==> src/rtl/square_calc_pkg.sv <==
// Shared definitions for the calculator operation unit (square_root / square_calc).
package square_calc_pkg;

  // Default operand/result width for the calculator datapath.
  localparam int unsigned DefaultWidth = 28;

  // Operation FSM states shared by the iterative units.
  typedef enum logic [0:0] {
    StIdle = 1'b0,
    StCalc = 1'b1
  } calc_state_e;

endpackage

==> src/rtl/square_calc.sv <==
// Iterative shift-and-add squarer: one signed operand in, non-negative signed square out.
// Operands with |x| >= 2^(N/2) are rejected in one cycle; products above the largest
// positive N-bit value are flagged after the N/2 iterations. eroare is sticky until the
// next accepted operand.
module square_calc
  import square_calc_pkg::*;
#(
  parameter int unsigned N = DefaultWidth
) (
  input  logic         clk,
  input  logic         rst,
  input  logic         valid_in,
  input  logic [N-1:0] num_in,
  output logic         busy,
  output logic         done,
  output logic [N-1:0] result,
  output logic         eroare
);

  localparam int unsigned Half = N / 2;
  localparam int unsigned CntW = $clog2(Half) + 1;
  localparam logic [CntW-1:0] LastCnt = CntW'(Half - 1);

  calc_state_e state_q, state_d;

  logic [N-1:0]    acc_q, acc_d;
  logic [Half-1:0] mplier_q, mplier_d;
  logic [N-1:0]    mcand_q, mcand_d;
  logic [CntW-1:0] cnt_q, cnt_d;
  logic [N-1:0]    result_q, result_d;
  logic            done_q, done_d;
  logic            eroare_q, eroare_d;

  logic [N-1:0] mag;
  logic         in_range;
  logic [N-1:0] acc_sum;
  logic         last_iter;

  // Operand magnitude; -2^(N-1) negates to itself and is caught by the range check.
  always_comb begin
    mag       = num_in[N-1] ? -num_in : num_in;
    in_range  = (mag[N-1:Half] == '0);
    acc_sum   = acc_q + (mplier_q[0] ? mcand_q : '0);
    last_iter = (cnt_q == LastCnt);
  end

  // State register and datapath registers.
  always_ff @(posedge clk or negedge rst) begin
    if (!rst) begin
      state_q  <= StIdle;
      acc_q    <= '0;
      mplier_q <= '0;
      mcand_q  <= '0;
      cnt_q    <= '0;
      result_q <= '0;
      done_q   <= 1'b0;
      eroare_q <= 1'b0;
    end else begin
      state_q  <= state_d;
      acc_q    <= acc_d;
      mplier_q <= mplier_d;
      mcand_q  <= mcand_d;
      cnt_q    <= cnt_d;
      result_q <= result_d;
      done_q   <= done_d;
      eroare_q <= eroare_d;
    end
  end

  // Next-state logic: accept in idle, leave calc after the final iteration.
  always_comb begin
    state_d = state_q;
    unique case (state_q)
      StIdle: if (valid_in && in_range) state_d = StCalc;
      StCalc: if (last_iter) state_d = StIdle;
    endcase
  end

  // Datapath next-state: operand capture, one multiply step per cycle, result/flag update.
  always_comb begin
    acc_d    = acc_q;
    mplier_d = mplier_q;
    mcand_d  = mcand_q;
    cnt_d    = cnt_q;
    result_d = result_q;
    done_d   = 1'b0;
    eroare_d = eroare_q;
    unique case (state_q)
      StIdle: begin
        if (valid_in) begin
          eroare_d = 1'b0;
          if (!in_range) begin
            result_d = '0;
            eroare_d = 1'b1;
            done_d   = 1'b1;
          end else begin
            acc_d    = '0;
            cnt_d    = '0;
            mplier_d = mag[Half-1:0];
            mcand_d  = {{(N - Half){1'b0}}, mag[Half-1:0]};
          end
        end
      end
      StCalc: begin
        acc_d    = acc_sum;
        mplier_d = mplier_q >> 1;
        mcand_d  = mcand_q << 1;
        cnt_d    = cnt_q + CntW'(1);
        if (last_iter) begin
          done_d = 1'b1;
          // Product is below 2^N, so the top bit alone marks a non-representable result.
          if (acc_sum[N-1]) begin
            result_d = '0;
            eroare_d = 1'b1;
          end else begin
            result_d = acc_sum;
          end
        end
      end
    endcase
  end

  // Outputs: busy follows the state, the rest come straight from registers.
  always_comb begin
    busy   = (state_q == StCalc);
    done   = done_q;
    result = result_q;
    eroare = eroare_q;
  end

endmodule

==> config.mk <==
export PLATFORM = sky130hd
export DESIGN_NAME = square_calc
export DESIGN_NICKNAME = d
export VERILOG_FILES = /design/src/rtl/square_calc_pkg.sv /design/src/rtl/square_calc.sv
export SDC_FILE = /design/constraint.sdc
export NUM_CORES = 1
export LEC_CHECK = 0
export BUFFER_PORTS_ARGS = -buffer_cell sky130_fd_sc_hd__buf_2
export CELL_PAD_IN_SITES_DETAIL_PLACEMENT = 0
export CELL_PAD_IN_SITES_GLOBAL_PLACEMENT = 1
export CORE_UTILIZATION = 25
export DETAILED_ROUTE_END_ITERATION = 10
export HOLD_SLACK_MARGIN = 0.1
export PLACE_DENSITY_LB_ADDON = 0.1
export SLEW_MARGIN = 20
export SYNTH_ARGS = -nofsm -noshare
export SYNTH_HDL_FRONTEND = slang
export SYNTH_SLANG_ARGS = --single-unit
==> constraint.sdc <==
create_clock -name clk -period 4.5 [get_ports clk]
set_input_delay 0 -clock clk [delete_from_list [all_inputs] [get_ports clk]]
set_output_delay 0 -clock clk [all_outputs]
set_load 0.02 [all_outputs]
==> impl_metrics.json <==
{
  "ant_nets": 0,
  "ys.flop_type": "dfrtp_1",
  "max_freq_ghz": 0.2661,
  "synth.distinct_cells": 70,
  "cts_tree": "done",
  "final_common_cell": "nand2_1",
  "avgSynthCellArea_um2": 8.745,
  "pin_count": 62,
  "fin_crit_ns": 3.758,
  "outcome": "complete, no violations",
  "cp_max_fo": 15,
  "min_period_over_period_pct": 83.50,
  "crit_type": "reg -> reg",
  "cp.arrival_ns": 4.01,
  "numCtsBuffers": 9,
  "coreArea_mm2": 0.02598,
  "cts.sinks": 105,
  "power_leakage_nw": 3.514,
  "end_kind": "register",
  "start_kind": "register",
  "syn_to_final_growth_pct": 14.23,
  "wl_per_cell_um": 17.24,
  "hp-class": "in -> reg",
  "synthArstFlopShare_pct": 100.0,
  "die_h_um": 164.6,
  "fin_nets": 855,
  "yosys.area.top_type": "dfrtp_1",
  "final_cell_mix": "nand2_1, dfrtp_1, buf_2",
  "grt_pass1_wl_um": 31720,
  "cap_viol_max_count": 0,
  "cts-root-buf": "clkbuf_16",
  "synth_nets": 818,
  "hpwl_um": 14560,
  "final.setup.tns_ns": 0,
  "vias": 5640,
  "dieArea_mm2": 0.02710,
  "drc": 0,
  "cp.required_ns": 4.75,
  "drive_gt1_share_pct": 13.28,
  "clock_skew_ns": 0.01126,
  "rows": 59,
  "ir_drop_mv": 0.1837,
  "grt_antenna_before_repair": 0,
  "cts_max_level": 3,
  "grt_pass1_vias": 5635,
  "wirelength_um": 19530,
  "syn_area_mm2": 0.006611,
  "syn_inst": 756,
  "first_pass_iters": 4,
  "drt_iter0_markers": 282,
  "tightest_slew_ns": 0.8503,
  "ys_seq_area_share_pct": 39.74,
  "synth_edf_count": 0,
  "grt_max_degree": 74,
  "overflow": 0,
  "synthTopCellsByArea": "dfrtp_1, nand2_1, ha_1, o31ai_1, o21ai_0",
  "die_w_um": 164.6,
  "fin_util_pct": 29.06,
  "ys_ff_latch": 105,
  "clk_pin_slew_ns": 0.08,
  "drv_slew": 0,
  "hold_viol": 0,
  "synth_top_area_share_pct": 39.74,
  "diodes": 0,
  "power.density_mw_per_mm2": 358.2,
  "rsz0062_at_grt": "false",
  "initial_core_util_pct": 25.44,
  "slew_headroom_pct": 43.31,
  "portBuffers": 60,
  "clock_path_buffers": 2,
  "yosysWarnings": 0,
  "setup_viol": 0,
  "clk_latency_ns": 0.37,
  "grt_usage_pct": 15.19,
  "vias_per_cell": 4.978,
  "place_congestion": 0.8664
}
-- repair_timing --
item / in CTS / in global routing
buffers inserted: 0 / 0
hold buffers: 2 / 0
resized for setup: 0 / 0
endpoints found under the hold margin: 63 / 0
-- layer usage --
metal	up-vias	track usage [%]	wire length [um]
met5	-	0	0
met4	0	4.212	254
met3	15	1.683	388
met2	74	23.68	8667
met1	2727	21.99	10220
li1	2824	-	-
-- per-stage QoR --
stage / cells / hold slack [ns] / setup slack (ns) / power [mW] / instance area, um^2
after floorplan: 756 / -0.2956 / 1.219 / 1.678 / 6611
after global placement: 1115 / 0.1543 / 0.8608 / 1.899 / 7228
after detailed placement: 1115 / 0.1619 / 0.7344 / 1.905 / 7228
after CTS: 1133 / 0.1005 / 0.7026 / 2.750 / 7552
after global routing: 1133 / 0.1343 / 0.4012 / 2.890 / 7552
final: 1133 / 0.09843 / 0.7423 / 2.705 / 7552
-- cell type report --
| type | count | area (um^2) |
|---|---|---|
| inverter | 15 | 56.30 |
| multi-input combinational | 588 | 3729 |
| clock buffer | 9 | 225.2 |
| timing repair buffer | 74 | 412.9 |
| fill | 2823 | 18430 |
| sequential | 105 | 2631 |
| tap | 335 | 419.2 |
| clock inverter | 7 | 78.83 |
-- Yosys cell counts, types with 4 or more instances --
| cell | number |
|---|---|
| a211oi_1 | 5 |
| a21o_1 | 15 |
| a21oi_1 | 27 |
| a221oi_1 | 9 |
| a22o_1 | 6 |
| a31oi_1 | 14 |
| a32o_1 | 13 |
| a41oi_1 | 4 |
| and2_1 | 30 |
| and3_1 | 6 |
| buf_2 | 9 |
| clkbuf_1 | 36 |
| dfrtp_1 | 105 |
| ha_1 | 30 |
| inv_1 | 15 |
| mux2i_1 | 6 |
| nand2_1 | 133 |
| nand2b_1 | 5 |
| nand3_1 | 28 |
| nand4_1 | 9 |
| nor2_1 | 35 |
| nor2b_1 | 6 |
| nor3_1 | 16 |
| nor4_1 | 6 |
| o211ai_1 | 4 |
| o21a_1 | 4 |
| o21ai_0 | 44 |
| o21bai_1 | 4 |
| o31ai_1 | 30 |
| or3_1 | 10 |
| or4_1 | 5 |
| xnor2_1 | 21 |
| xor2_1 | 11 |
-- registers in the layout, summed over array words and instances (netlist names) --
signal,flops
acc_q,28
busy,1
cnt_q,5
done,1
eroare,1
mcand_q,28
mplier_q,14
result,27
-- kinds of logic after synthesis --
| kind of cell | count (synthesis) | synth area share [%] |
|---|---|---|
| adder cells (fa/ha/maj) | 31 | 5.980 |
| AO/OA/AOI/OAI | 207 | 22.16 |
| multiplexers | 6 | 0.9084 |
| XOR/XNOR | 32 | 4.239 |
| AND/OR/NAND/NOR | 311 | 23.05 |
| other | 1 | 0.05672 |
| buffers and inverters | 63 | 3.860 |
| flip-flops | 105 | 39.74 |
-- worst max-delay path, cell delays in order, from the launching register on --
cell and delay (ns):
dfrtp_1 0.52, and2_1 0.21, ha_1 0.22, fa_1 0.43
a211o_1 0.28, o211ai_1 0.17, a21oi_1 0.17, a21oi_1 0.43
o21ai_0 0.29, a21boi_0 0.48, xnor2_1 0.17, a32o_1 0.27
-- power by group --
part | internal [mW] | switching, mW | leakage, nW
sequential | 1.08 | 0.105 | 1.34
combinational | 0.263 | 0.430 | 2.02
clock | 0.400 | 0.423 | 0.151
-- final timing paths --
path | slack, ns | cells past startpoint | startpoint | end
min in group asynchronous | 0.28 | 2 | rst | done$_DFF_PN0_
max in group asynchronous | 3.11 | 3 | rst | result[22]$_DFFE_PN0P_
setup reg to reg | 0.74 | 11 | mplier_q[0]$_DFFE_PN0P_ | result[22]$_DFFE_PN0P_
setup / recovery | 0.74 | 11 | mplier_q[0]$_DFFE_PN0P_ | result[22]$_DFFE_PN0P_
hold reg to reg | 0.48 | 2 | result[7]$_DFFE_PN0P_ | result[7]$_DFFE_PN0P_
hold / removal | 0.1 | 4 | num_in[2] | mplier_q[2]$_DFFE_PN0P_
Note: power is estimated with default switching activity, not from simulation.
